### config.mk
export PLATFORM = sky130hd
export DESIGN_NAME = request_encoder32_5
export DESIGN_NICKNAME = d
export VERILOG_FILES = /design/src/rtl/request_encoder32_5_pkg.sv /design/src/rtl/request_encoder32_5_penc.sv /design/src/rtl/request_encoder32_5.sv
export SDC_FILE = /design/constraint.sdc
export NUM_CORES = 1
export LEC_CHECK = 0
export ABC_AREA = 1
export CAP_MARGIN = 10
export CORE_AREA = 2 2 88 90
export CTS_CLUSTER_DIAMETER = 200
export DETAILED_ROUTE_END_ITERATION = 6
export DIE_AREA = 0 0 90 92
export DONT_BUFFER_PORTS = 1
export PLACE_DENSITY = 0.59
export SKIP_LAST_GASP = 1
export SLEW_MARGIN = 20
export SYNTH_ARGS = -nofsm -noshare
export SYNTH_HDL_FRONTEND = slang
export SYNTH_SLANG_ARGS = --single-unit
export TNS_END_PERCENT = 30
### constraint.sdc
create_clock -name clock -period 6.7 [get_ports clock]
set_clock_uncertainty 0.1 [all_clocks]
set_input_delay 0.67 -clock clock [delete_from_list [all_inputs] [get_ports clock]]
set_output_delay 0.67 -clock clock [all_outputs]
set_load 0.01 [all_outputs]
### src/rtl/request_encoder32_5_pkg.sv
// Shared definitions for the 32->5 request encoder.
//   - N, IDX_W, CNT_W : vector width, index width, emitted-count width
//   - req_state_e     : scanner states (IDLE=0, SCAN=1)
//   - idx_to_onehot   : decoder function, same mapping as the register-select decoder
package request_encoder32_5_pkg;

    localparam int N     = 32;
    localparam int IDX_W = 5;
    localparam int CNT_W = 6;

    typedef enum logic {
        ST_IDLE = 1'b0,
        ST_SCAN = 1'b1
    } req_state_e;

    function automatic logic [N-1:0] idx_to_onehot(input logic [IDX_W-1:0] i);
        return N'(1) << i;
    endfunction

endpackage

### src/rtl/request_encoder32_5_penc.sv
// priority_enc32_5: combinational lowest-set-bit encoder.
//   in  [31:0] : vector to encode
//   idx [4:0]  : index of the lowest set bit (0 when in == 0)
//   any        : 1 when any bit of in is set
// Two-level tree: four 8-bit groups each resolve a 3-bit local index, then
// the lowest non-empty group supplies the upper 2 bits.
module priority_enc32_5
    import request_encoder32_5_pkg::*;
(
    input  logic [N-1:0]     in,
    output logic [IDX_W-1:0] idx,
    output logic             any
);

    logic [3:0] grp_any;
    logic [2:0] grp_low [4];
    logic [1:0] grp_sel;

    always_comb begin
        grp_any = '0;
        grp_sel = '0;
        for (int g = 0; g < 4; g++) begin
            grp_low[g] = '0;
            grp_any[g] = |in[g*8 +: 8];
            // Scan downwards so the lowest set bit is the last one written.
            for (int b = 7; b >= 0; b--) begin
                if (in[g*8 + b]) begin
                    grp_low[g] = 3'(b);
                end
            end
        end
        for (int g = 3; g >= 0; g--) begin
            if (grp_any[g]) begin
                grp_sel = 2'(g);
            end
        end
    end

    assign idx = {grp_sel, grp_low[grp_sel]};
    assign any = |grp_any;

endmodule

### src/rtl/request_encoder32_5.sv
// request_encoder32_5: sequential 32->5 encoder. Loads a request vector and
// emits the index of each set bit, lowest first, one per out handshake.
//   clock, reset_n        : clock, synchronous active-low reset
//   en, load_valid, req   : load side; a load is taken in IDLE when load_valid && en
//   load_ready            : high in IDLE
//   flush                 : abort current batch (count held, no done pulse)
//   out_valid, out_ready  : emit handshake; idx/onehot valid while out_valid
//   idx, onehot           : lowest pending index and its decoded form
//   count                 : indices emitted in the current batch
//   done                  : one-cycle pulse after a batch completes
//   state                 : current FSM state, for observation
// Handshakes: a transfer happens on a rising clock edge where valid && ready;
// out_valid, idx and onehot hold steady until that transfer occurs.
module request_encoder32_5
    import request_encoder32_5_pkg::*;
(
    input  logic             clock,
    input  logic             reset_n,
    input  logic             en,
    input  logic             flush,
    input  logic             load_valid,
    output logic             load_ready,
    input  logic [N-1:0]     req,
    output logic             out_valid,
    input  logic             out_ready,
    output logic [IDX_W-1:0] idx,
    output logic [N-1:0]     onehot,
    output logic [CNT_W-1:0] count,
    output logic             done,
    output req_state_e       state
);

    req_state_e       state_q, state_d;
    logic [N-1:0]     pending_q, pending_d;
    logic [CNT_W-1:0] count_q, count_d;
    logic             done_q, done_d;
    logic             any;
    logic             fire;
    logic [N-1:0]     cleared;

    priority_enc32_5 u_penc (
        .in  (pending_q),
        .idx (idx),
        .any (any)
    );

    assign out_valid  = (state_q == ST_SCAN) && any;
    assign load_ready = (state_q == ST_IDLE);
    assign onehot     = out_valid ? idx_to_onehot(idx) : '0;
    assign fire       = out_valid && out_ready;
    assign cleared    = pending_q & ~onehot;
    assign count      = count_q;
    assign done       = done_q;
    assign state      = state_q;

    always_comb begin
        state_d   = state_q;
        pending_d = pending_q;
        count_d   = count_q;
        done_d    = 1'b0;
        if (flush) begin
            pending_d = '0;
            state_d   = ST_IDLE;
        end else begin
            case (state_q)
                ST_IDLE: begin
                    if (load_valid && en) begin
                        pending_d = req;
                        count_d   = '0;
                        // An empty request completes immediately.
                        if (req != '0) begin
                            state_d = ST_SCAN;
                        end else begin
                            done_d = 1'b1;
                        end
                    end
                end
                ST_SCAN: begin
                    if (fire) begin
                        pending_d = cleared;
                        count_d   = count_q + CNT_W'(1);
                        if (cleared == '0) begin
                            state_d = ST_IDLE;
                            done_d  = 1'b1;
                        end
                    end
                end
            endcase
        end
    end

    always_ff @(posedge clock) begin
        if (!reset_n) begin
            state_q   <= ST_IDLE;
            pending_q <= '0;
            count_q   <= '0;
            done_q    <= 1'b0;
        end else begin
            state_q   <= state_d;
            pending_q <= pending_d;
            count_q   <= count_d;
            done_q    <= done_d;
        end
    end

endmodule
After elaboration in Yosys (flattened, before gate mapping)
Cells that the tools add are included.
{ "classes": {"order_cmp": 1, "add_sub_neg": 1, "n_bitwise": 6, "mux": 56, "n_shift": 1, "reduce_logical": 13, "eq_ne": 2} }
{ "op_table": {"columns": ["operator", "count"], "rows": [
  ["3-bit two-way mux", 34],
  ["32-bit two-way mux", 3],
  ["32-bit one-hot mux with 2 select lines", 1],
  ["32-bit bitwise AND", 1],
  ["32-bit logical NOT", 1],
  ["32-bit inverter", 1],
  ["32-bit nonzero test", 1],
  ["32-bit OR reduction", 1],
  ["8-bit OR reduction", 4],
  ["1-bit by 5-bit << shifter with 32-bit output (first input constant)", 1],
  ["6-bit two-way mux", 2],
  ["6-bit one-hot mux with 2 select lines", 1],
  ["1-bit two-way mux", 8],
  ["2-bit two-way mux", 4],
  ["6-bit by 1-bit adder with 6-bit output (second input constant)", 1],
  ["3-bit binary-select mux with 2-bit select", 1],
  ["2-bit by 1-bit != test with 1-bit output (second input constant)", 2],
  ["1-bit one-hot mux with 2 select lines", 2],
  ["3-bit >= comparator (second input constant)", 1],
  ["1-bit logical AND", 3],
  ["1-bit inverter", 3],
  ["2-bit inverter with 3-bit output", 1],
  ["3-bit AND reduction", 1],
  ["2-bit AND reduction", 1],
  ["2-bit OR reduction", 1]
]} }
{ "totals": {"regBits": 40, "output_inout_bits": 47, "wordCells": 84, "input_bits": 38} }

Longest topological paths before layout
{ "depth": {"ltp_word": 19, "depth_mapped": 22, "mapped_depth_nobuf": 21} }

By module
A second synthesis with hierarchy kept.
{ "hier_totals": {"cells_unflattened": 540, "area_unflattened_um2": 3184.3} }
{ "modules_own_cells": {"columns": ["mod", "seq_area_each_um2", "area_per_inst_um2", "cells_per_inst", "instances"], "rows": [
  ["request_encoder32_5", 800.8, 2668.8, 427, 1],
  ["priority_enc32_5", 0.0, 515.5, 113, 1]
]} }

Worst setup path after synthesis
Ideal clock, no wire load.
{ "synth_timing": {"path_type": "flip-flop to output port", "from": "register pending_q[2]", "to": "output port onehot[17]", "stages_incl_launch_ff": 12, "setup_slack_ps": 4110, "t_arrival_ps": 1820, "cell_sequence": "dfxtp_1 > inv_1 > nand4_2 > nor2_8 > nand2_4 > nor2_8 > inv_4 > nor2_4 > inv_2 > buf_2 > buf_1 > nor2_1"} }
{ "synth_via": {"elab_chain_len": 8, "elab_cells_between_ends": 13, "classes_between": "shift (1); mux (8); bitwise (1); reduce/logical (3)"} }
{ "synth_lines": {"columns": ["element", "line", "source"], "rows": [
  ["from (decl)", "request_encoder32_5.sv:34", "logic [N-1:0] pending_q, pending_d;"],
  ["from (signal assigned)", "request_encoder32_5.sv:100", "pending_q <= pending_d;"],
  ["8-bit OR reduction *", "request_encoder32_5_penc.sv:24", "grp_any[g] = |in[g*8 +: 8];"],
  ["2-bit two-way mux *", "request_encoder32_5_penc.sv:33", "if (grp_any[g]) begin"],
  ["via idx[4]", "request_encoder32_5.sv:26", "output logic [IDX_W-1:0] idx,"],
  ["2-bit inverter with 3-bit output (implied by the code)", "request_encoder32_5_penc.sv:39", "assign idx = {grp_sel, grp_low[grp_sel]};"],
  ["3-bit binary-select mux with 2-bit select", "request_encoder32_5_penc.sv:39", null],
  ["3-bit two-way mux (implied by the code) (2 in a row)", "request_encoder32_5_penc.sv:39", null],
  ["1-bit by 5-bit << shifter with 32-bit output *", "request_encoder32_5_pkg.sv:17", "return N'(1) << i;"],
  ["32-bit two-way mux *", "request_encoder32_5.sv:49", "assign onehot = out_valid ? idx_to_onehot(idx) : '0;"],
  ["to (decl)", "request_encoder32_5.sv:27", "output logic [N-1:0] onehot,"]
]} }
Mark *: on every way through the listed nets, which the timed path passes. The rest lies on a longest branch. The select of a mux whose other input is x is not followed.

Worst setup path in the final report
{ "layout_timing": {"from": "register pending_q[28]", "to": "register count_q[4], in the netlist count[4]"} }
{ "layout_via": {"elab_chain_len": 5} }
{ "layout_lines": {"columns": ["element", "line", "source"], "rows": [
  ["32-bit OR reduction", "request_encoder32_5_penc.sv:40", "assign any = |grp_any;"],
  ["1-bit logical AND", "request_encoder32_5.sv:47", "assign out_valid = (state_q == ST_SCAN) && any;"],
  ["via out_valid", "request_encoder32_5.sv:24", "output logic out_valid,"],
  ["1-bit logical AND", "request_encoder32_5.sv:50", "assign fire = out_valid && out_ready;"],
  ["2-bit by 1-bit != test with 1-bit output (no source line)", null, null],
  ["3-bit AND reduction (no source line)", null, null],
  ["to (signal assigned)", "request_encoder32_5.sv:101", "count_q <= count_d;"],
  ["to (decl)", "request_encoder32_5.sv:35", "logic [CNT_W-1:0] count_q, count_d;"]
]} }
The timed path passes the listed nets, and every way through them passes these cells.
A chain may end at the register's enable or synchronous reset.

==> impl_results.md <==
* Status: finished clean
* Chip width at 90 um
* CTS H-tree lvls at 2
* Worst setup EP type: flip-flop
* Crit path top cell by count: nand2_1
* Multi-input gate area at 2070 um^2
* CP Data Arrival Time at 3.55 ns
* CTS tree: yes
* Yosys warnings at 0
* Final HPWL DP at 8170 um
* DRC viols at 0
* Pre-antenna DRT Iters at 5
* Starting Density at around 44%
* Fill count at around 810
* CTS Sinks at 40
* Initial antenna violation count at 0
* Primary FF master, synth: dfxtp_1
* # setup viols final at 0
* Max-Cap Viols at 0
* Layout cells sized above 1 at 11.1%
* Die H at approximately 92 um
* Register area share after synthesis at 24.7%
* Setup TNS at 0 ns
* CP max stage delay at 0.53 ns
* Pwr Total at 0.725 mW
* CP startpoint kind: flip-flop
* Cell area after synthesis at 3240 um^2
* Core ar. at ~7400 um^2
* Cells after synthesis at between 500 and 600
* Post-layout util at 45.4%
* Critical path class: flip-flop to flip-flop
* Fin nets at about 540
* Required time worst endpoint at roughly 6.8 ns
* Per-cell routed wire length at 17.4 um
* Hold_buf cts at 0
* RSZ-0062 raised after global routing: no
* Synthesis-to-layout area growth at 4.36%
* Rows at 32
* Vias in the first global route at 3,230
* Routed vias at between 3,000 and 4,000
* Routed Antenna Nets at 0
* Min Hold Slack at 0.398 ns
* Syn_nets at 556
* Yosys cell types at between 40 and 50
* Die area at 8280 um^2
* Post-Syn Area per Cell at around 6.3 um^2
* Worst hold path class: flip-flop to flip-flop
* Min cycle time layout at 3.47 ns
* Reg area at 802 um^2
* CTS buffer count at 5
* Worst-Skew Late Latency at 0.30 ns
* Final Slew Violations at 0
* Clk buf depth at 2
* Vias per Instance at 5.58
* Slowest CP cell: clkinv_1
* First-pass GRT wire length at 16,900 um
* Gr ovfl total at 0
* CTS clk-pin slew, worst paths at 0.08 ns
* Ys async rst share at 0%
* Diodes inserted at 0
* FF+latch count, synth at 40
* Fmax at roughly 290 MHz
* Worst vdd ir at 0.106 mV
* CP Cell Sequence: inv_1 -> nand2_1 -> nor2_1 -> nand2_1 -> inv_1 -> nand2_1 -> o21ai_0 -> inv_1 -> nand2_1 -> nand2_1 -> buf_4 -> clkinv_1 -> nor2_1 -> inv_1 -> nor3_1 -> nand2_1 -> xor2_1 -> nor2_1
* Slew Limit Headroom at 58.8%
* Iteration-0 DRC count of the detailed router at ~350
* Pleak at 1.45 nW
* Worst-margin pin slew at 0.611 ns
* Final GP Congestion at between 0.9 and 1
* # IOs at 85
* DP Worst Slack at 3.30 ns
* Final hold viol count at 0
* I/O Buffers at 0
* Clk root buf: clkbuf_8
* Largest net degree at the start of global routing at 67
* Top fanout value on the critical path at around 50
* Final WL at 10,600 um
* # resized after CTS at 0
* Final period util at 51.8%
* Total GRT Usage at 25.3%
* Post-synth EDFFs at 0
* Setup Buffers After CTS at 0
* Pwr/cell area at 214 nW/um^2
* PnR worst setup slack at 3.23 ns
[synthesized netlist by cell type, drive strengths merged, types with 2 or more instances]
| master | count | area share [%] |
|---|---|---|
| clkinv | 2 | 0.23 |
| nor3 | 5 | 0.93 |
| nand3 | 17 | 3.1 |
| nor4 | 8 | 1.5 |
| o21ai | 59 | 9.1 |
| nand4 | 30 | 8.5 |
| a21oi | 41 | 6.4 |
| o21bai | 3 | 0.69 |
| o211ai | 14 | 3.2 |
| inv | 62 | 7.3 |
| dfxtp | 40 | 25 |
| clkbuf | 11 | 1.3 |
| or2 | 2 | 0.39 |
| and3 | 2 | 0.39 |
| buf | 12 | 2.5 |
| nor2 | 62 | 9.5 |
| nor3b | 2 | 0.46 |
| nand2 | 139 | 18 |
[cells in the final DEF, fill, tap and decap left out, types with 7 or more instances in the layout]
master | netlist | routed
nand2_1 | 131 | 131
nor2_1 | 54 | 54
nand3_1 | 14 | 14
o21ai_1 | 18 | 18
nor4_1 | 8 | 8
o21ai_0 | 41 | 41
inv_1 | 51 | 51
nand4_2 | 7 | 7
nand4_1 | 20 | 20
o211ai_1 | 14 | 14
a21oi_1 | 40 | 40
inv_2 | 9 | 9
dfxtp_1 | 40 | 39
[flip-flops by register name, indices dropped and copies added, names as in the netlist]
name	cells
count	6
done	1
pending_q	32
state	1
[path summary, 6_finish.rpt]
path | from | end | slack [ns] | cells past startpoint
max | pending_q[28] | count[4] | 3.23 | 18
min | pending_q[27] | pending_q[27] | 0.40 | 2
max reg2reg | pending_q[28] | count[4] | 3.23 | 18
min reg2reg | pending_q[27] | pending_q[27] | 0.40 | 2
[power by group]
group	internal (mW)	leakage (nW)	total [mW]	switching (mW)
Sequential	0.245	0.325	0.253	0.00820
Clock	0.110	0.0541	0.205	0.0949
Combinational	0.0700	1.07	0.266	0.196
[routing by layer]
layer / GRT usage, % / part of all wire [%] / routed length (um)
met5: 0 / 0 / 0
met4: 6.15 / 1.8 / 189
met3: 5.26 / 8.5 / 901
met2: 40.9 / 46 / 4850
met1: 34.8 / 44 / 4610
[layout make-up]
type | count | share of cell area [%]
Clock buffer | 5 | 2.03
Clock inverter | 3 | 1.26
Inverter | 64 | 7.25
Multi-Input combinational cell | 390 | 61.3
Sequential cell | 40 | 23.7
Tap cell | 102 | 3.77
Timing Repair Buffer | 3 | 0.666
[logic make-up (layout without fill, tap and decap cells)]
| kind of cell | after synthesis | in the layout | synth area share [%] |
|---|---|---|---|
| AOI/OAI and AO/OA | 120 | 120 | 20.2 |
| and+or+nand+nor | 268 | 268 | 43.2 |
| adders and majority gates | 1 | 1 | 0.386 |
| xor gates and xnor gates | 1 | 1 | 0.270 |
| buffers and inverters | 87 | 75 | 11.3 |
| DFF | 40 | 40 | 24.7 |
[metrics by stage]
stage / area (um^2) / cells
CTS: 3380 / 607
finish: 3380 / 607
floorplan: 3240 / 517
global route: 3380 / 607
detailed placement: 3270 / 599
global placement: 3270 / 599
[critical path: cells and delay by family (launching register included)]
| family | cells | cell delay [ns] |
|---|---|---|
| AND/OR/NAND/NOR | 10 | 1.20 |
| AO/OA/AOI/OAI | 1 | 0.14 |
| buffers and inverters | 6 | 1.35 |
| XOR/XNOR | 1 | 0.15 |
| flip-flops | 1 | 0.39 |
Power figures use the tool's default switching activity.
